File: src/rtl/pe_ipad_ctrl_pkg.sv
// Shared types and defaults for the PE input-scratchpad sequencer.
package PECfg;
  localparam int IPadSize = 16;
  localparam int PConfDWd = 8;

  typedef enum logic [1:0] {
    IDLE = 2'd0,
    RUN  = 2'd1,
    DONE = 2'd2
  } IPadCtrlState;
endpackage

File: src/rtl/pe_ipad_ctrl_if.sv
// Port bundle between the PE input port / fetch stage and the IPAD sequencer.
interface pe_ipad_ctrl_if
  import PECfg::*;
#(
    parameter int IPadSize = PECfg::IPadSize,
    parameter int CfgWd    = PECfg::PConfDWd
);
    localparam int AWd = $clog2(IPadSize);

    logic [CfgWd-1:0] i_cfg_win;
    logic [CfgWd-1:0] i_cfg_step;
    logic [CfgWd-1:0] i_cfg_npix;
    logic             i_start;
    logic             i_stall;
    logic             i_flush;
    // Both handshakes transfer on a cycle where valid and ready are high together;
    // ready never looks at valid, and o_wen/o_ren are the transfer strobes.
    logic             i_ipix_valid;
    logic             o_ipix_ready;
    logic             i_ipix_zero;
    logic             o_wen;
    logic [AWd-1:0]   o_waddr;
    logic             i_rd_ready;
    logic             o_ren;
    logic [AWd-1:0]   o_raddr;
    logic             o_rzero;
    logic             o_rlast;
    logic             o_busy;
    logic             o_done;
    logic             o_cfg_err;
    IPadCtrlState     o_state;

    modport slave (
        input  i_cfg_win, i_cfg_step, i_cfg_npix, i_start, i_stall, i_flush,
        input  i_ipix_valid, i_ipix_zero, i_rd_ready,
        output o_ipix_ready, o_wen, o_waddr, o_ren, o_raddr, o_rzero, o_rlast,
        output o_busy, o_done, o_cfg_err, o_state
    );

    modport master (
        output i_cfg_win, i_cfg_step, i_cfg_npix, i_start, i_stall, i_flush,
        output i_ipix_valid, i_ipix_zero, i_rd_ready,
        input  o_ipix_ready, o_wen, o_waddr, o_ren, o_raddr, o_rzero, o_rlast,
        input  o_busy, o_done, o_cfg_err, o_state
    );
endinterface

File: src/rtl/pe_ipad_ctrl_ptr_wrap.sv
// Modulo-IPadSize pointer add; the depth need not be a power of two.
module ipad_ptr_wrap
  import PECfg::*;
#(
    parameter int IPadSize = PECfg::IPadSize,
    parameter int AWd      = $clog2(IPadSize)
) (
    input  logic [AWd-1:0] i_ptr,
    input  logic [AWd:0]   i_inc,
    output logic [AWd-1:0] o_ptr
);
    logic [AWd:0] sum;

    // i_ptr < IPadSize and i_inc <= IPadSize, so one conditional subtract suffices.
    assign sum   = {1'b0, i_ptr} + i_inc;
    assign o_ptr = (sum >= (AWd+1)'(IPadSize)) ? AWd'(sum - (AWd+1)'(IPadSize))
                                               : sum[AWd-1:0];
endmodule

File: src/rtl/pe_ipad_ctrl.sv
// IPAD sequencer: allocates write slots for incoming pixels and replays overlapping
// sliding windows to the fetch stage, retiring `step` entries per output pixel.
module pe_ipad_ctrl
  import PECfg::*;
#(
    parameter int IPadSize = PECfg::IPadSize,
    parameter int CfgWd    = PECfg::PConfDWd
) (
    input logic           i_clk,
    input logic           i_rstn,
    pe_ipad_ctrl_if.slave bus
);
    localparam int AWd  = $clog2(IPadSize);
    localparam int WcWd = 2 * CfgWd;

    IPadCtrlState     state_q, state_d;
    logic [CfgWd-1:0] win_q, step_q, npix_q, pcnt_q;
    logic [AWd-1:0]   wptr_q, base_q;
    logic [AWd:0]     k_q, occ_q;
    logic [WcWd-1:0]  wcnt_q, wlim;
    logic [IPadSize-1:0] flag_q;
    logic             cfg_err_q;
    logic             cfg_legal, load, run, act, ready, wen, ren;
    logic             win_end, last_pix, retire;
    logic [AWd-1:0]   wptr_inc, base_inc, raddr;

    assign cfg_legal = (bus.i_cfg_step != '0) && (bus.i_cfg_step <= bus.i_cfg_win) &&
                       (32'(bus.i_cfg_win) <= 32'(IPadSize)) && (bus.i_cfg_npix != '0);
    assign load      = (state_q == IDLE) && bus.i_start && cfg_legal;

    // Total entries the job consumes: first window plus one step per further pixel.
    assign wlim     = WcWd'(win_q) + WcWd'(npix_q - CfgWd'(1)) * WcWd'(step_q);
    assign run      = (state_q == RUN);
    assign act      = run && !bus.i_stall && !bus.i_flush;
    assign ready    = act && (occ_q < (AWd+1)'(IPadSize)) && (wcnt_q < wlim);
    assign wen      = ready && bus.i_ipix_valid;
    assign ren      = act && (k_q < occ_q) && bus.i_rd_ready;
    assign win_end  = (k_q == (AWd+1)'(win_q - CfgWd'(1)));
    assign last_pix = (pcnt_q == npix_q - CfgWd'(1));
    assign retire   = ren && win_end && !last_pix;

    ipad_ptr_wrap #(.IPadSize(IPadSize), .AWd(AWd)) u_wptr_wrap (
        .i_ptr(wptr_q), .i_inc((AWd+1)'(1)), .o_ptr(wptr_inc));
    ipad_ptr_wrap #(.IPadSize(IPadSize), .AWd(AWd)) u_base_wrap (
        .i_ptr(base_q), .i_inc((AWd+1)'(step_q)), .o_ptr(base_inc));
    ipad_ptr_wrap #(.IPadSize(IPadSize), .AWd(AWd)) u_raddr_wrap (
        .i_ptr(base_q), .i_inc(k_q), .o_ptr(raddr));

    assign bus.o_ipix_ready = ready;
    assign bus.o_wen        = wen;
    assign bus.o_waddr      = wptr_q;
    assign bus.o_ren        = ren;
    assign bus.o_raddr      = raddr;
    assign bus.o_rzero      = flag_q[raddr];
    assign bus.o_rlast      = run && win_end;
    assign bus.o_busy       = (state_q != IDLE);
    assign bus.o_done       = (state_q == DONE);
    assign bus.o_cfg_err    = cfg_err_q;
    assign bus.o_state      = state_q;

    always_comb begin
        state_d = state_q;
        unique case (state_q)
            IDLE:    if (load) state_d = RUN;
            RUN:     if (ren && win_end && last_pix) state_d = DONE;
            DONE:    state_d = IDLE;
            default: state_d = IDLE;
        endcase
        if (bus.i_flush)      state_d = IDLE;
        else if (bus.i_stall) state_d = state_q;
    end

    always_ff @(posedge i_clk or negedge i_rstn) begin
        if (!i_rstn) begin
            state_q   <= IDLE;
            cfg_err_q <= 1'b0;
        end else begin
            state_q   <= state_d;
            cfg_err_q <= !bus.i_flush && !bus.i_stall && (state_q == IDLE) &&
                         bus.i_start && !cfg_legal;
        end
    end

    always_ff @(posedge i_clk or negedge i_rstn) begin
        if (!i_rstn) begin
            win_q  <= '0;
            step_q <= '0;
            npix_q <= '0;
            pcnt_q <= '0;
            wptr_q <= '0;
            base_q <= '0;
            k_q    <= '0;
            occ_q  <= '0;
            wcnt_q <= '0;
            flag_q <= '0;
        end else if (bus.i_flush) begin
            pcnt_q <= '0;
            wptr_q <= '0;
            base_q <= '0;
            k_q    <= '0;
            occ_q  <= '0;
            wcnt_q <= '0;
        end else if (!bus.i_stall) begin
            if (load) begin
                win_q  <= bus.i_cfg_win;
                step_q <= bus.i_cfg_step;
                npix_q <= bus.i_cfg_npix;
                pcnt_q <= '0;
                wptr_q <= '0;
                base_q <= '0;
                k_q    <= '0;
                occ_q  <= '0;
                wcnt_q <= '0;
            end else if (run) begin
                if (wen) begin
                    flag_q[wptr_q] <= bus.i_ipix_zero;
                    wptr_q         <= wptr_inc;
                    wcnt_q         <= wcnt_q + WcWd'(1);
                end
                if (ren) begin
                    if (win_end) begin
                        k_q    <= '0;
                        pcnt_q <= pcnt_q + CfgWd'(1);
                        if (!last_pix) base_q <= base_inc;
                    end else begin
                        k_q <= k_q + (AWd+1)'(1);
                    end
                end
                // A write and a retirement in the same cycle net to +1-step.
                occ_q <= occ_q + (AWd+1)'(wen) - (retire ? (AWd+1)'(step_q) : '0);
            end
        end
    end
endmodule

File: src/flat_wrapper.sv
// flat-port wrapper written by rule: the top's interface ports become plain ports
module pe_ipad_ctrl_flat import PECfg::*;
#(
    parameter int IPadSize = PECfg::IPadSize,
    parameter int CfgWd    = PECfg::PConfDWd
)
  (i_clk, i_rstn, bus_i_cfg_win, bus_i_cfg_step, bus_i_cfg_npix, bus_i_start, bus_i_stall, bus_i_flush, bus_i_ipix_valid, bus_i_ipix_zero, bus_i_rd_ready, bus_o_ipix_ready, bus_o_wen, bus_o_waddr, bus_o_ren, bus_o_raddr, bus_o_rzero, bus_o_rlast, bus_o_busy, bus_o_done, bus_o_cfg_err, bus_o_state);
  pe_ipad_ctrl_if #(.IPadSize(IPadSize), .CfgWd(CfgWd)) bus_i ();
  input logic i_clk;
  input logic i_rstn;
  input wire logic [$bits(bus_i.i_cfg_win)-1:0] bus_i_cfg_win;
  input wire logic [$bits(bus_i.i_cfg_step)-1:0] bus_i_cfg_step;
  input wire logic [$bits(bus_i.i_cfg_npix)-1:0] bus_i_cfg_npix;
  input wire logic [$bits(bus_i.i_start)-1:0] bus_i_start;
  input wire logic [$bits(bus_i.i_stall)-1:0] bus_i_stall;
  input wire logic [$bits(bus_i.i_flush)-1:0] bus_i_flush;
  input wire logic [$bits(bus_i.i_ipix_valid)-1:0] bus_i_ipix_valid;
  input wire logic [$bits(bus_i.i_ipix_zero)-1:0] bus_i_ipix_zero;
  input wire logic [$bits(bus_i.i_rd_ready)-1:0] bus_i_rd_ready;
  output wire logic [$bits(bus_i.o_ipix_ready)-1:0] bus_o_ipix_ready;
  output wire logic [$bits(bus_i.o_wen)-1:0] bus_o_wen;
  output wire logic [$bits(bus_i.o_waddr)-1:0] bus_o_waddr;
  output wire logic [$bits(bus_i.o_ren)-1:0] bus_o_ren;
  output wire logic [$bits(bus_i.o_raddr)-1:0] bus_o_raddr;
  output wire logic [$bits(bus_i.o_rzero)-1:0] bus_o_rzero;
  output wire logic [$bits(bus_i.o_rlast)-1:0] bus_o_rlast;
  output wire logic [$bits(bus_i.o_busy)-1:0] bus_o_busy;
  output wire logic [$bits(bus_i.o_done)-1:0] bus_o_done;
  output wire logic [$bits(bus_i.o_cfg_err)-1:0] bus_o_cfg_err;
  output wire logic [$bits(bus_i.o_state)-1:0] bus_o_state;
  assign bus_i.i_cfg_win = bus_i_cfg_win;
  assign bus_i.i_cfg_step = bus_i_cfg_step;
  assign bus_i.i_cfg_npix = bus_i_cfg_npix;
  assign bus_i.i_start = bus_i_start;
  assign bus_i.i_stall = bus_i_stall;
  assign bus_i.i_flush = bus_i_flush;
  assign bus_i.i_ipix_valid = bus_i_ipix_valid;
  assign bus_i.i_ipix_zero = bus_i_ipix_zero;
  assign bus_i.i_rd_ready = bus_i_rd_ready;
  assign bus_o_ipix_ready = bus_i.o_ipix_ready;
  assign bus_o_wen = bus_i.o_wen;
  assign bus_o_waddr = bus_i.o_waddr;
  assign bus_o_ren = bus_i.o_ren;
  assign bus_o_raddr = bus_i.o_raddr;
  assign bus_o_rzero = bus_i.o_rzero;
  assign bus_o_rlast = bus_i.o_rlast;
  assign bus_o_busy = bus_i.o_busy;
  assign bus_o_done = bus_i.o_done;
  assign bus_o_cfg_err = bus_i.o_cfg_err;
  assign bus_o_state = bus_i.o_state;
  pe_ipad_ctrl #(.IPadSize(IPadSize), .CfgWd(CfgWd)) u_core (.i_clk(i_clk), .i_rstn(i_rstn), .bus(bus_i));
endmodule
File: config.mk
export PLATFORM = sky130hd
export DESIGN_NAME = pe_ipad_ctrl_flat
export DESIGN_NICKNAME = d
export VERILOG_FILES = /design/src/rtl/pe_ipad_ctrl_pkg.sv /design/src/rtl/pe_ipad_ctrl_if.sv /design/src/rtl/pe_ipad_ctrl_ptr_wrap.sv /design/src/rtl/pe_ipad_ctrl.sv /design/src/flat_wrapper.sv
export SDC_FILE = /design/constraint.sdc
export NUM_CORES = 1
export LEC_CHECK = 0
export ABC_CLOCK_PERIOD_IN_PS = 11700
export CAP_MARGIN = 0
export CORE_MARGIN = 2
export CORE_UTILIZATION = 40
export DETAILED_ROUTE_END_ITERATION = 10
export PLACE_DENSITY = 0.54
export SLEW_MARGIN = 20
export SYNTH_ARGS = -nofsm -noshare
export SYNTH_HDL_FRONTEND = slang
export SYNTH_SLANG_ARGS = --single-unit
File: constraint.sdc
create_clock -name i_clk -period 11.7 [get_ports i_clk]
set_clock_uncertainty 0.2 [all_clocks]
set_input_delay 3.51 -clock i_clk [delete_from_list [all_inputs] [get_ports i_clk]]
set_output_delay 3.51 -clock i_clk [all_outputs]
set_load 0.02 [all_outputs]
Word-level counts from Yosys, hierarchy flattened
Index checks and enable logic that the tools add are counted.
Word-level totals
  register bits: 85
  bits of input ports: 32
  output and inout port bits: 18
  logic and storage cells: 138
Cells by class
  $add $sub $neg: 15
  multipliers: 1
  $lt $le $gt $ge: 11
  equal/unequal tests: 8
  multiplexer cells: 47
  bitwise gates (word level): 3
  reductions and logical operators: 41
Operators by type and width (count)
  two-way mux 16 bit: 5
  two-way mux 4 bit: 15
  two-way mux 5 bit: 11
  two-way mux 8 bit: 6
  logical AND 1 bit: 21
  adder 16 x 1 -> 16 bit, second input constant: 1
  adder 8 x 16 -> 16 bit: 1
  bitwise mux 16 bit: 1
  < comparator 16 bit: 1
  multiplier 16 x 8 -> 16 bit: 1
  nonzero test 8 bit: 2
  >= comparator 5 bit, second input constant: 3
  AND reduction 3 bit: 4
  nonzero test 3 bit: 4
  subtractor 4 x 1 -> 4 bit, second input constant: 3
  adder 4 x 5 -> 5 bit: 2
  < comparator 4 x 5 -> 1 bit, second input constant: 2
  AND reduction 5 bit: 2
  subtractor 8 x 1 -> 9 bit, second input constant: 1
  adder 8 x 1 -> 8 bit, second input constant: 1
  equality test 8 bit: 1
  <= comparator 8 x 5 -> 1 bit, second input constant: 1
  <= comparator 8 bit: 1
  two-way mux 2 bit: 4
  25 further kinds: 32

Longest topological paths before layout
Gate-level depths: netlist of run 1.
  depth after elaboration: 13
  mapped depth: 38
  mapped depth without buffers: 36

By module
From an unflattened synthesis of run 1, not the netlist that was laid out.
Unflattened totals
  cells, all modules: 876
  area, all modules: 8493.1 um2
By module, submodules not included
  pe_ipad_ctrl: times used 1, cells each 849, area an instance 8192.9 um2, seq. area each 2127.0 um2
  ipad_ptr_wrap: times used 3, cells each 9, area an instance 100.1 um2, seq. area each 0.0 um2

Worst setup path before layout of run 1
Ideal clock, no wire load.
  kind: register to output
  start: reg u_core.npix_q[0]
  end: out bus_o_wen
  data arrival time: 6780 ps
  required time: 7990 ps
  path slack: 1210 ps
  stages on the path, launching flop included: 28
  buffers on the path: 2
  path through: dfrtp_1 clkbuf_1 inv_1 ha_1 nor3b_1 nand2_1 xnor2_1 nand2_1 fa_1 inv_1 fa_1 fa_1 inv_1 fa_1 inv_1 ha_1 or3_1 a41oi_1 nor2b_1 o21a_1 o211ai_1 xor2_1 ha_1 a21o_1 a221oi_2 nand2_1 a21oi_1 buf_2
Between the ends
  longest elaborated chain between the ends: 6
RTL lines
  start, declared: RTL line pe_ipad_ctrl.sv:17  | logic [CfgWd-1:0] win_q, step_q, npix_q, pcnt_q;
  start signal, assigned: RTL line pe_ipad_ctrl.sv:107  | npix_q <= bus.i_cfg_npix;
  subtractor 8 x 1 -> 9 bit: RTL line pe_ipad_ctrl.sv:32  | assign wlim = WcWd'(win_q) + WcWd'(npix_q - CfgWd'(1)) * WcWd'(step_q);
  multiplier 16 x 8 -> 16 bit: RTL line pe_ipad_ctrl.sv:32
  adder 8 x 16 -> 16 bit: RTL line pe_ipad_ctrl.sv:32
  < comparator 16 bit: RTL line pe_ipad_ctrl.sv:35  | assign ready = act && (occ_q < (AWd+1)'(IPadSize)) && (wcnt_q < wlim);
  logical AND 1 bit: RTL line pe_ipad_ctrl.sv:35
  logical AND 1 bit: RTL line pe_ipad_ctrl.sv:36  | assign wen = ready && bus.i_ipix_valid;
  end, declared: RTL line flat_wrapper.sv:21  | output wire logic [$bits(bus_i.o_wen)-1:0] bus_o_wen;
No other way between the ends.

Worst setup path after layout of run 1
  start: reg u_core.npix_q[0]
  end: out bus_o_ipix_ready
Between the ends
  longest elaborated chain between the ends: 5
RTL lines
  subtractor 8 x 1 -> 9 bit: RTL line pe_ipad_ctrl.sv:32
  multiplier 16 x 8 -> 16 bit: RTL line pe_ipad_ctrl.sv:32
  adder 8 x 16 -> 16 bit: RTL line pe_ipad_ctrl.sv:32
  < comparator 16 bit: RTL line pe_ipad_ctrl.sv:35
  logical AND 1 bit: RTL line pe_ipad_ctrl.sv:35
  end, declared: RTL line flat_wrapper.sv:20  | output wire logic [$bits(bus_i.o_ipix_ready)-1:0] bus_o_ipix_ready;
No other way between the ends.

==> metrics.txt, run 1 <==
# TYPE chip_impl_metric gauge
chip_impl_metric{name="routed_wire_length_per_instance",unit="um"} 15.8
chip_impl_metric{name="drc",unit=""} 0
chip_impl_metric{name="grt_remaining_overflow",unit=""} 0
chip_impl_info{name="globalRoute.busiestLayer",value="met2"} 1
chip_impl_metric{name="final_core_util",unit="%"} 47.2
chip_impl_info{name="yosys-top-cells-area",value="sky130_fd_sc_hd__dfrtp_1 (25%), sky130_fd_sc_hd__fa_1 (16%), sky130_fd_sc_hd__ha_1 (12%)"} 1
chip_impl_metric{name="die_y",unit="um"} 149
chip_impl_metric{name="detail_route.first_pass.iterations",unit=""} 4
chip_impl_metric{name="seq_area_frac_synth",unit="%"} 25.4
chip_impl_metric{name="non_filler_instance_count_after_layout",unit=""} 1195
chip_impl_metric{name="dieArea",unit="um^2"} 22100
chip_impl_info{name="type_of_element_launching_the_critical_path",value="flop"} 1
chip_impl_metric{name="placedCellCount",unit=""} 1174
chip_impl_metric{name="finalSetupViolations",unit=""} 0
chip_impl_metric{name="total_number_of_yosys_warnings",unit=""} 0
chip_impl_info{name="hold_path.class",value="flop to flop"} 1
chip_impl_metric{name="final-max-slew-violation-count",unit=""} 0
chip_impl_info{name="worst_setup_path_end_kind",value="output port"} 1
chip_impl_metric{name="syn_inst",unit=""} 871
chip_impl_info{name="synthDominantAreaCellType",value="sky130_fd_sc_hd__dfrtp_1"} 1
chip_impl_metric{name="tightestPinTransition",unit="ns"} 1.00
chip_impl_metric{name="cts-root-to-sink-buffers",unit=""} 2
chip_impl_info{name="cp_common_cell",value="sky130_fd_sc_hd__inv_1"} 1
chip_impl_metric{name="dr_total_vias",unit=""} 6156
chip_impl_metric{name="final_cell_area",unit="um^2"} 9610
chip_impl_metric{name="final_hold_viol_count",unit=""} 0
chip_impl_info{name="tritoncts_clock_tree",value="yes"} 1
chip_impl_metric{name="top_level_ports",unit=""} 50
chip_impl_metric{name="tritoncts_num_sinks",unit=""} 85
chip_impl_info{name="crit_path_top_delay_cell",value="sky130_fd_sc_hd__clkdlybuf4s50_1"} 1
chip_impl_metric{name="row_count",unit=""} 52
chip_impl_info{name="cts-root-buf",value="sky130_fd_sc_hd__clkbuf_16"} 1
chip_impl_metric{name="yosys.cell_types.count",unit=""} 62
chip_impl_metric{name="groute.layer.met3.usage",unit="%"} 2.21
chip_impl_metric{name="synth_seq_cells",unit=""} 85
chip_impl_metric{name="gp_routability_congestion",unit=""} 0.814
chip_impl_metric{name="ctsHoldBuffers",unit=""} 0
chip_impl_metric{name="maximum_number_of_pins_on_one_net_before_global_route_repair",unit=""} 56
chip_impl_metric{name="synth_area",unit="um^2"} 8370
chip_impl_metric{name="hold_slack",unit="ns"} 0.302
chip_impl_info{name="synth_flop_type",value="sky130_fd_sc_hd__dfrtp_1"} 1
chip_impl_metric{name="synth.avg_cell_area",unit="um^2"} 9.60
chip_impl_metric{name="max_freq",unit="GHz"} 0.0896
chip_impl_metric{name="worstPathRequired",unit="ns"} 7.99
chip_impl_metric{name="initial_utilization",unit="%"} 41.1
chip_impl_metric{name="drt.antenna.violating_nets",unit=""} 0
chip_impl_metric{name="io_buffers",unit=""} 49
chip_impl_metric{name="ys_async_sr_fraction",unit="%"} 100
chip_impl_metric{name="place_ws",unit="ns"} 0.318
chip_impl_info{name="criticalPathCategory",value="flop to output port"} 1
chip_impl_metric{name="post-route-period-util",unit="%"} 95.4
chip_impl_metric{name="core_region_area",unit="um^2"} 20400
chip_impl_metric{name="synth.net_count",unit=""} 1047
chip_impl_metric{name="final_critical_path_setup_slack",unit="ns"} 0.540
chip_impl_metric{name="pwr_density_cell",unit="nW/um^2"} 161
chip_impl_metric{name="critPathMaxStageDelay",unit="ns"} 0.63
chip_impl_metric{name="drv_cap",unit=""} 0
chip_impl_metric{name="htreeDepth",unit=""} 3
chip_impl_metric{name="worst_ep_arrival_time",unit="ns"} 7.45
chip_impl_metric{name="antennaDiodeCount",unit=""} 0
chip_impl_metric{name="totalWireLength",unit="um"} 18900
chip_impl_metric{name="number_of_antenna_violations_at_the_first_check_in_global_routing",unit=""} 0
chip_impl_metric{name="cts.clk_slew.worst_paths",unit="ns"} 0.07
chip_impl_metric{name="grt_pass1_vias",unit=""} 6308
chip_impl_metric{name="die-width",unit="um"} 149
chip_impl_metric{name="flow.area_growth_from_synthesis",unit="%"} 14.8
chip_impl_metric{name="detailedPlacementHpwl",unit="um"} 15000
chip_impl_info{name="rsz0062_at_grt",value="false"} 1
chip_impl_metric{name="timing.critical_path.buf_inv",unit=""} 6
chip_impl_metric{name="dr.first_iter.drc_count",unit=""} 220
chip_impl_info{name="result_of_the_run",value="finished, final reports clean"} 1
chip_impl_metric{name="drive_above_1_share",unit="%"} 10.1
chip_impl_metric{name="clk_latency",unit="ns"} 0.35
chip_impl_metric{name="post_drt_via_cell_ratio",unit=""} 5.15
chip_impl_metric{name="dpl_cell_area",unit="um^2"} 9160
chip_impl_metric{name="grt.met2_usage",unit="%"} 30.0
chip_impl_metric{name="synth_largest_type_area_fraction",unit="%"} 25.4
chip_impl_metric{name="finalNetCount",unit=""} 1096
chip_impl_metric{name="static-leakage-power",unit="nW"} 4.64
chip_impl_metric{name="worst_relative_slew_slack",unit="%"} 33.2
chip_impl_metric{name="global_route.usage.met1",unit="%"} 26.5
chip_impl_metric{name="period_minus_slack",unit="ns"} 11.16
chip_impl_metric{name="path_max_fanout",unit=""} 4
chip_impl_metric{name="power.ir.vdd_worst",unit="mV"} 0.112
chip_impl_metric{name="finalPower",unit="mW"} 1.54
chip_impl_metric{name="totalNegativeSetupSlack",unit="ns"} 0
chip_impl_metric{name="edff_count_synth",unit=""} 0
chip_impl_metric{name="grt_util_all_layers",unit="%"} 18.4
chip_impl_info{name="worst_path_dominant_cell_family",value="adder cells"} 1
chip_impl_metric{name="tritoncts.num_buffers",unit=""} 9
chip_impl_metric{name="grt_pass1_wl",unit="um"} 32300
## area by class of cell
cell class	instances	area (um^2)
Fill cell	2015	10800
Clock inverter	7	105
Inverter	142	533
Tap cell	270	338
Multi-Input combinational cell	619	5680
Sequential cell	85	2130
Timing Repair Buffer	63	596
Clock buffer	9	225
## timing repair
action	CTS	global route
setup endpoints to repair	1	2
resized for setup	3	8
buffers inserted	1	4
pin swaps	1	2
## state kept, by name, indices dropped and copies added (netlist names), 4 cells and up
| signal | flops |
|---|---|
| u_core.base_q | 4 |
| u_core.bus.o_waddr | 4 |
| u_core.flag_q | 16 |
| u_core.k_q | 5 |
| u_core.npix_q | 8 |
| u_core.occ_q | 5 |
| u_core.pcnt_q | 8 |
| u_core.step_q | 8 |
| u_core.wcnt_q | 16 |
| u_core.win_q | 8 |
## power breakdown
| part | switching (mW) | internal, mW | total (mW) | leakage [nW] |
|---|---|---|---|---|
| Combinational | 0.507 | 0.395 | 0.902 | 3.34 |
| Sequential | 0.0213 | 0.304 | 0.326 | 1.15 |
| Clock | 0.127 | 0.190 | 0.317 | 0.159 |
## synthesized netlist by cell type (all sizes together), types with 9 or more instances
| cell | number |
|---|---|
| a21oi | 32 |
| nor4 | 9 |
| inv | 142 |
| nor2b | 15 |
| xor2 | 26 |
| o21ai | 27 |
| nand3 | 15 |
| nand4 | 14 |
| nor3 | 9 |
| xnor2 | 27 |
| or3 | 11 |
| dfrtp | 85 |
| clkbuf | 18 |
| mux2 | 33 |
| nand2 | 71 |
| nor2 | 27 |
| nand2b | 9 |
| a21o | 12 |
| and2 | 36 |
| fa | 67 |
| ha | 77 |
## per-layer routing
layer / vias up / part of all wire [%]
met5: - / 0
met4: 0 / 1.0
met3: 17 / 3.7
met2: 113 / 47
met1: 2997 / 49
li1: 3029 / -
## worst paths after layout
| path | endpoint | startpoint | slack, ns | cells past startpoint |
|---|---|---|---|---|
| worst max-delay path | bus_o_ipix_ready | u_core.npix_q[0] | 0.54 | 27 |
| worst min-delay path | u_core.flag_q[6] | u_core.flag_q[6] | 0.30 | 1 |
| worst max register to register | u_core.occ_q[4] | u_core.npix_q[0] | 2.56 | 37 |
| worst min register to register | u_core.flag_q[6] | u_core.flag_q[6] | 0.30 | 1 |
| max in group asynchronous | u_core.step_q[4] | i_rstn | 7.32 | 2 |
| min in group asynchronous | u_core.flag_q[12] | i_rstn | 2.90 | 1 |
## cell families after synthesis
| kind of cell | share of synthesized area, % |
|---|---|
| mux | 6.36 |
| buf+inv | 7.64 |
| compound gates | 10.5 |
| fa+ha+maj | 27.6 |
| simple gates | 15.6 |
| xor+xnor | 6.91 |
| flops | 25.4 |
## cell usage in the layout (no fill, tap or decap), types with 4 or more instances in the layout
cell type                           n
sky130_fd_sc_hd__o211ai_1           7
sky130_fd_sc_hd__o21ai_0           27
sky130_fd_sc_hd__or4_1              4
sky130_fd_sc_hd__nor4b_1            4
sky130_fd_sc_hd__nor3_1             9
sky130_fd_sc_hd__xor2_1            23
sky130_fd_sc_hd__buf_4             15
sky130_fd_sc_hd__a2111oi_0          4
sky130_fd_sc_hd__nand2_1           71
sky130_fd_sc_hd__xnor3_1            4
sky130_fd_sc_hd__mux2i_1            7
sky130_fd_sc_hd__a21oi_1           32
sky130_fd_sc_hd__nand2b_1           9
sky130_fd_sc_hd__or2_2              6
sky130_fd_sc_hd__nor2b_1           15
sky130_fd_sc_hd__fa_1              67
sky130_fd_sc_hd__dfrtp_1           85
sky130_fd_sc_hd__o2111ai_1          4
sky130_fd_sc_hd__o31ai_1            4
sky130_fd_sc_hd__nand3b_1           4
sky130_fd_sc_hd__nand4_1           14
sky130_fd_sc_hd__nand3_1           15
sky130_fd_sc_hd__and3_1             6
sky130_fd_sc_hd__ha_1              77
sky130_fd_sc_hd__clkbuf_16          9
sky130_fd_sc_hd__mux4_2             4
sky130_fd_sc_hd__xnor2_1           26
sky130_fd_sc_hd__and2_1            36
sky130_fd_sc_hd__or3_1             11
sky130_fd_sc_hd__inv_1            141
sky130_fd_sc_hd__mux2_2            33
sky130_fd_sc_hd__nor2_1            27
sky130_fd_sc_hd__clkdlybuf4s50_1   47
sky130_fd_sc_hd__nor4_1             7
sky130_fd_sc_hd__a22o_1             6
sky130_fd_sc_hd__o21a_1             4
sky130_fd_sc_hd__a21o_1            12
(Power assumes the default switching activity.)
==> inputs of run 2 (changes only) <==
Settings changed: REMOVE_ABC_BUFFERS from default to 1.
==> metrics.txt, run 2 (synthesis results as in run 1) <==
# TYPE chip_impl_metric gauge
chip_impl_metric{name="comb_power_share",unit="%"} 59.3
chip_impl_metric{name="path_max_fanout",unit=""} 6
chip_impl_metric{name="grt_pass1_wl",unit="um"} 32500
chip_impl_metric{name="power.ir.vdd_worst",unit="mV"} 0.105
chip_impl_metric{name="tightestPinTransition",unit="ns"} 1.04
chip_impl_metric{name="totalWireLength",unit="um"} 19600
chip_impl_info{name="tritoncts_clock_tree",value="yes"} 1
chip_impl_metric{name="initial_utilization",unit="%"} 41.1
chip_impl_metric{name="row_count",unit=""} 52
chip_impl_metric{name="area_used_by_sequential_logic_in_the_layout",unit="um^2"} 2130
chip_impl_metric{name="clk_latency",unit="ns"} 0.35
chip_impl_info{name="worst_setup_path_end_kind",value="output port"} 1
chip_impl_metric{name="drt.antenna.violating_nets",unit=""} 0
chip_impl_metric{name="finalSetupViolations",unit=""} 0
chip_impl_metric{name="dieArea",unit="um^2"} 22100
chip_impl_metric{name="drc",unit=""} 0
chip_impl_metric{name="max_freq",unit="GHz"} 0.0897
chip_impl_metric{name="number_of_antenna_violations_at_the_first_check_in_global_routing",unit=""} 1
chip_impl_metric{name="grt_util_all_layers",unit="%"} 18.7
chip_impl_info{name="crit_chain",value="or4_1, nor4_2, xor2_1, nand2_1, fa_1, inv_1, fa_1, fa_1, inv_1, fa_1, inv_1, ha_1, or3_1, a41oi_1, nor2b_1, o21a_1, o211ai_1, xor2_1, ha_1, a21o_1, a221oi_2, a21boi_0, clkdlybuf4s50_1"} 1
chip_impl_metric{name="die_y",unit="um"} 149
chip_impl_metric{name="worst_relative_slew_slack",unit="%"} 30.4
chip_impl_info{name="hold_path.class",value="flop to flop"} 1
chip_impl_info{name="cts-root-buf",value="sky130_fd_sc_hd__clkbuf_16"} 1
chip_impl_info{name="crit_path_top_delay_cell",value="sky130_fd_sc_hd__clkdlybuf4s50_1"} 1
chip_impl_metric{name="power_frac_clock",unit="%"} 19.5
chip_impl_metric{name="tritoncts.num_buffers",unit=""} 9
chip_impl_metric{name="top_level_ports",unit=""} 50
chip_impl_metric{name="drive_above_1_share",unit="%"} 10.2
chip_impl_info{name="cp_common_cell",value="sky130_fd_sc_hd__fa_1"} 1
chip_impl_metric{name="grt_pass1_vias",unit=""} 6178
chip_impl_metric{name="routed_wire_length_per_instance",unit="um"} 16.4
chip_impl_metric{name="worst_ep_arrival_time",unit="ns"} 7.44
chip_impl_metric{name="io_buffers",unit=""} 49
chip_impl_metric{name="multi_input_area",unit="um^2"} 5670
chip_impl_metric{name="tritoncts_num_sinks",unit=""} 85
chip_impl_metric{name="drv_cap",unit=""} 0
chip_impl_metric{name="dr_total_vias",unit=""} 6074
chip_impl_metric{name="static-leakage-power",unit="nW"} 4.64
chip_impl_info{name="final_common_cell",value="sky130_fd_sc_hd__inv_1"} 1
chip_impl_metric{name="post_drt_via_cell_ratio",unit=""} 5.08
chip_impl_info{name="worst_path_dominant_cell_family",value="adder cells"} 1
chip_impl_info{name="type_of_element_launching_the_critical_path",value="flop"} 1
chip_impl_metric{name="p_int",unit="uW"} 866
chip_impl_metric{name="pwr_density_cell",unit="nW/um^2"} 159
chip_impl_metric{name="worstPathRequired",unit="ns"} 7.99
chip_impl_metric{name="gp_routability_congestion",unit=""} 0.771
chip_impl_metric{name="cts-root-to-sink-buffers",unit=""} 2
chip_impl_metric{name="critPathMaxStageDelay",unit="ns"} 0.62
chip_impl_metric{name="final_cell_area",unit="um^2"} 9570
chip_impl_metric{name="cts.clk_slew.worst_paths",unit="ns"} 0.07
chip_impl_metric{name="netSwitchingPower",unit="uW"} 652
chip_impl_metric{name="finalNetCount",unit=""} 1097
chip_impl_metric{name="power_switching_share",unit="%"} 42.9
chip_impl_metric{name="core_region_area",unit="um^2"} 20400
chip_impl_metric{name="seq_power_share",unit="%"} 21.2
chip_impl_metric{name="timing.critical_path.buf_inv",unit=""} 4
chip_impl_metric{name="antennaDiodeCount",unit=""} 0
chip_impl_metric{name="fillCellCount",unit=""} 1982
chip_impl_metric{name="period_minus_slack",unit="ns"} 11.15
chip_impl_metric{name="dpl_cell_area",unit="um^2"} 9180
chip_impl_metric{name="final-max-slew-violation-count",unit=""} 0
chip_impl_metric{name="grt_remaining_overflow",unit=""} 0
chip_impl_metric{name="flow.area_growth_from_synthesis",unit="%"} 14.4
chip_impl_metric{name="final_hold_viol_count",unit=""} 0
chip_impl_info{name="result_of_the_run",value="finished, final reports clean"} 1
chip_impl_metric{name="htreeDepth",unit=""} 3
chip_impl_info{name="rsz0062_at_grt",value="false"} 1
chip_impl_metric{name="die-width",unit="um"} 149
chip_impl_metric{name="maximum_number_of_pins_on_one_net_before_global_route_repair",unit=""} 63
chip_impl_info{name="most-common-layout-cells",value="sky130_fd_sc_hd__inv_1 (141), sky130_fd_sc_hd__dfrtp_1 (85), sky130_fd_sc_hd__ha_1 (77)"} 1
chip_impl_metric{name="detail_route.first_pass.iterations",unit=""} 4
chip_impl_metric{name="dr.first_iter.drc_count",unit=""} 276
chip_impl_metric{name="post-route-period-util",unit="%"} 95.3
chip_impl_metric{name="totalNegativeSetupSlack",unit="ns"} 0
chip_impl_info{name="criticalPathCategory",value="flop to output port"} 1
chip_impl_info{name="reg.largest.list",value="u_core.flag_q (16), u_core.wcnt_q (16)"} 1
chip_impl_metric{name="detailedPlacementHpwl",unit="um"} 15400
==> run 2: repair_timing <==
action	4_1_cts	5_1_grt
buffers inserted	1	3
endpoints found under the hold margin	0	0
gates resized for setup	2	8
pin swaps	1	1
endpoints found under the setup margin	1	2
hold buffers	0	0
==> run 2: metal layers <==
metal	track usage, %	part of all wire [%]
met4	5.14	1.8
met1	27.1	49
met5	0	0
met3	2.70	2.3
met2	29.3	46
==> run 2: worst register-to-register path: cells and delay by family, from the launching register on <==
family / cells / cell delay (ns)
fa+ha+maj: 9 / 3.52
compound gates: 9 / 1.90
simple gates: 6 / 1.58
xor+xnor: 4 / 0.73
buf+inv: 6 / 0.67
flops: 1 / 0.46
==> run 2: layout make-up <==
class | count | share of cell area (%)
Sequential cell | 85 | 22.2
Timing Repair Buffer | 64 | 6.30
Multi-Input combinational cell | 619 | 59.2
Clock inverter | 7 | 0.771
Tap cell | 270 | 3.53
Inverter | 142 | 5.57
Clock buffer | 9 | 2.35
==> run 2: through the flow <==
step	std cells	power (mW)	setup slack, ns	util (%)	hold slack (ns)
5_1_grt	1196	1.69	0.0951	47.0	0.314
4_1_cts	1193	1.53	0.0165	46.6	0.308
6_report	1196	1.52	0.549	47.0	0.304
2_1_floorplan	846	1.00	0.680	-	0.274
3_5_place_dp	1176	1.23	0.259	45.1	0.292
3_3_place_gp	1176	1.21	0.447	45.1	0.281
==> run 2: power groups by stage <==
stage	Clock (mW)	Combinational [mW]	Sequential (mW)
after CTS	0.305	0.909	0.321
after detailed placement	0	0.900	0.326
after floorplan	0	0.678	0.322
after global routing	0.319	1.04	0.324
after global placement	0	0.889	0.326
final	0.296	0.901	0.322
==> run 2: final timing paths <==
kind,endpoint,slack (ns),cells past startpoint,startpoint
max,bus_o_ipix_ready,0.55,23,u_core.npix_q[4]
min,u_core.flag_q[7],0.30,1,u_core.flag_q[7]
max reg2reg,u_core.occ_q[4],2.52,34,u_core.npix_q[4]
min reg2reg,u_core.flag_q[7],0.30,1,u_core.flag_q[7]
max in group asynchronous,u_core.npix_q[2],7.30,2,i_rstn
min in group asynchronous,u_core.wcnt_q[13],2.86,1,i_rstn
==> inputs of run 3 (changes only) <==
Settings changed: ABC_CLOCK_PERIOD_IN_PS 11700 to 10200, CORE_ASPECT_RATIO from default to 1.1, PLACE_DENSITY 0.54 to 0.57.
Clock period 11.7 ns to 10.2 ns, I/O delays scaled along.
==> metrics.txt, run 3 (synthesis results as in run 1) <==
# TYPE chip_impl_metric gauge
chip_impl_metric{name="final_cell_area",unit="um^2"} 9880
chip_impl_info{name="timing.hold.worst_endpoint",value="u_core.flag_q[13]"} 1
chip_impl_metric{name="grt_util_all_layers",unit="%"} 18.3
chip_impl_metric{name="flow.area_growth_from_synthesis",unit="%"} 18.1
chip_impl_info{name="hold_path.class",value="flop to flop"} 1
chip_impl_metric{name="worst_relative_slew_slack",unit="%"} 31.2
chip_impl_metric{name="worstPathRequired",unit="ns"} 6.94
chip_impl_info{name="tritoncts_clock_tree",value="yes"} 1
chip_impl_metric{name="clk_latency",unit="ns"} 0.35
chip_impl_metric{name="cts.clk_slew.worst_paths",unit="ns"} 0.06
chip_impl_metric{name="totalWireLength",unit="um"} 19500
chip_impl_metric{name="grt_pass1_wl",unit="um"} 32100
chip_impl_metric{name="tightestPinTransition",unit="ns"} 1.01
chip_impl_metric{name="max_freq",unit="GHz"} 0.0993
chip_impl_metric{name="dr.first_iter.drc_count",unit=""} 257
chip_impl_metric{name="ctsHoldBuffers",unit=""} 0
chip_impl_metric{name="detail_route.first_pass.iterations",unit=""} 5
chip_impl_metric{name="drv_cap",unit=""} 0
chip_impl_metric{name="initial_utilization",unit="%"} 40.7
chip_impl_metric{name="row_count",unit=""} 55
chip_impl_metric{name="post_drt_via_cell_ratio",unit=""} 5.19
chip_impl_metric{name="totalNegativeSetupSlack",unit="ns"} 0
chip_impl_metric{name="cts-root-to-sink-buffers",unit=""} 2
chip_impl_info{name="critical_path.reg2reg.endpoint",value="u_core.occ_q[4]"} 1
chip_impl_metric{name="post-route-period-util",unit="%"} 98.7
chip_impl_metric{name="core_region_area",unit="um^2"} 20600
chip_impl_metric{name="place_ws",unit="ns"} -0.152
chip_impl_metric{name="hold-path-cell-count",unit=""} 1
chip_impl_metric{name="antennaDiodeCount",unit=""} 0
chip_impl_metric{name="htreeDepth",unit=""} 3
chip_impl_metric{name="die_y",unit="um"} 156
chip_impl_metric{name="number_of_cells_on_the_worst_reg_to_reg_path",unit=""} 35
chip_impl_metric{name="dpl_cell_area",unit="um^2"} 9420
chip_impl_metric{name="number_of_antenna_violations_at_the_first_check_in_global_routing",unit=""} 0
chip_impl_metric{name="final_critical_path_setup_slack",unit="ns"} 0.130
chip_impl_metric{name="tritoncts.num_buffers",unit=""} 9
chip_impl_metric{name="final_hold_viol_count",unit=""} 0
chip_impl_metric{name="finalSetupViolations",unit=""} 0
chip_impl_metric{name="worst_ep_arrival_time",unit="ns"} 6.81
chip_impl_metric{name="dieArea",unit="um^2"} 22100
chip_impl_info{name="crit-reg2reg-launch",value="u_core.npix_q[3]"} 1
chip_impl_metric{name="pwr_density_cell",unit="nW/um^2"} 193
chip_impl_metric{name="drt.antenna.violating_nets",unit=""} 0
chip_impl_metric{name="static-leakage-power",unit="nW"} 4.78
chip_impl_metric{name="top_level_ports",unit=""} 50
chip_impl_metric{name="reg2reg_setup_slack",unit="ns"} 1.34
chip_impl_info{name="cts-root-buf",value="sky130_fd_sc_hd__clkbuf_16"} 1
chip_impl_metric{name="grt_remaining_overflow",unit=""} 0
chip_impl_metric{name="drc",unit=""} 0
chip_impl_metric{name="finalNetCount",unit=""} 1132
chip_impl_info{name="most-common-layout-cells",value="sky130_fd_sc_hd__inv_1 (139), sky130_fd_sc_hd__dfrtp_1 (84), sky130_fd_sc_hd__ha_1 (76)"} 1
chip_impl_metric{name="gp_routability_congestion",unit=""} 0.829
chip_impl_info{name="topRoutingLayerUsed",value="met4"} 1
chip_impl_info{name="criticalPathCategory",value="flop to output port"} 1
chip_impl_metric{name="detailedPlacementHpwl",unit="um"} 15400
chip_impl_metric{name="drive_above_1_share",unit="%"} 15.2
chip_impl_metric{name="final-max-slew-violation-count",unit=""} 0
chip_impl_metric{name="wire_length_on_met3",unit="um"} 476
chip_impl_metric{name="tritoncts_num_sinks",unit=""} 85
chip_impl_metric{name="path_max_fanout",unit=""} 3
chip_impl_info{name="type_of_element_launching_the_critical_path",value="flop"} 1
chip_impl_metric{name="period_minus_slack",unit="ns"} 10.07
chip_impl_metric{name="dr_total_vias",unit=""} 6307
chip_impl_metric{name="maximum_number_of_pins_on_one_net_before_global_route_repair",unit=""} 69
chip_impl_metric{name="finalPower",unit="mW"} 1.91
chip_impl_info{name="worst_setup_path_end_kind",value="output port"} 1
chip_impl_metric{name="io_buffers",unit=""} 49
chip_impl_info{name="final_common_cell",value="sky130_fd_sc_hd__inv_1"} 1
chip_impl_metric{name="power.ir.vdd_worst",unit="mV"} 0.105
chip_impl_info{name="reg.largest.list",value="u_core.flag_q (16), u_core.wcnt_q (16)"} 1
chip_impl_info{name="hold_path_startpoint",value="u_core.flag_q[13]"} 1
chip_impl_metric{name="fillCellCount",unit=""} 1937
chip_impl_metric{name="wl_met1",unit="um"} 9140
chip_impl_info{name="rsz0062_at_grt",value="true"} 1
chip_impl_metric{name="grt_pass1_vias",unit=""} 6283
chip_impl_info{name="result_of_the_run",value="finished, final reports clean"} 1
chip_impl_metric{name="die-width",unit="um"} 142
chip_impl_metric{name="met2_routed_wirelength",unit="um"} 9600
chip_impl_metric{name="routed_wire_length_per_instance",unit="um"} 16.0
[run 3: worst max path at each step]
stage | cells after the start | startpoint | slack (ns) | endpoint
3_3_place_gp | 25 | u_core.npix_q[4] | -0.09 | bus_o_wen
4_1_cts | 28 | u_core.npix_q[0] | -0.01 | bus_o_wen
5_1_grt | 25 | u_core.npix_q[3] | -0.17 | bus_o_wen
6_report | 25 | u_core.npix_q[3] | 0.13 | bus_o_wen
3_5_place_dp | 27 | u_core.npix_q[0] | -0.15 | bus_o_wen
2_1_floorplan | 25 | u_core.npix_q[0] | -0.37 | bus_o_wen
[run 3: through the flow]
step           instances  hold slack, ns  utilization [%]
6_report            1216           0.311             48.0
5_1_grt             1216           0.334             48.0
4_1_cts             1212           0.313             47.3
3_5_place_dp        1196           0.295             45.8
3_3_place_gp        1196           0.284             45.8
2_1_floorplan        846           0.274                -
[run 3: critical path, stage by stage (launching register included)]
cell	delay, ns
sky130_fd_sc_hd__dfrtp_1	0.38
sky130_fd_sc_hd__or4_4	0.56
sky130_fd_sc_hd__nor4_4	0.28
sky130_fd_sc_hd__buf_4	0.17
sky130_fd_sc_hd__xor2_4	0.18
sky130_fd_sc_hd__nand2_2	0.08
sky130_fd_sc_hd__fa_2	0.55
sky130_fd_sc_hd__inv_1	0.05
sky130_fd_sc_hd__fa_1	0.44
sky130_fd_sc_hd__fa_1	0.51
sky130_fd_sc_hd__inv_2	0.05
sky130_fd_sc_hd__fa_1	0.53
sky130_fd_sc_hd__inv_1	0.06
sky130_fd_sc_hd__ha_4	0.24
sky130_fd_sc_hd__or3_4	0.36
sky130_fd_sc_hd__a41oi_2	0.19
sky130_fd_sc_hd__nor2b_1	0.07
sky130_fd_sc_hd__o21a_1	0.18
sky130_fd_sc_hd__o211ai_1	0.19
sky130_fd_sc_hd__xor2_1	0.19
sky130_fd_sc_hd__ha_1	0.27
sky130_fd_sc_hd__a21o_1	0.19
sky130_fd_sc_hd__a221oi_4	0.33
sky130_fd_sc_hd__nand2_2	0.12
sky130_fd_sc_hd__a21oi_4	0.17
sky130_fd_sc_hd__buf_6	0.14
[run 3: what timing repair did]
item	in CTS	in global routing
pin swaps	2	18
setup buffers	1	4
resized for setup	15	28
endpoints found under the setup margin	2	2
[run 3: layer usage]
metal,vias to the layer above,track usage [%]
li1,3092,-
met1,3107,25.4
met2,93,30.5
met3,15,2.33
met4,0,4.62
met5,-,0
[run 3: area by class of cell]
cell class	instances	area, um^2	area share, %
Clock buffer	12	246	2.49
Inverter	142	533	5.39
Clock inverter	3	21.3	0.215
Tap cell	256	320	3.24
Multi-Input combinational cell	619	5760	58.3
Sequential cell	85	2130	21.5
Timing Repair Buffer	99	870	8.80
[run 3: where the power goes]
part / internal (mW) / total, mW / switching [mW]
Sequential: 0.349 / 0.371 / 0.0220
Combinational: 0.590 / 1.23 / 0.642
Clock: 0.171 / 0.308 / 0.137
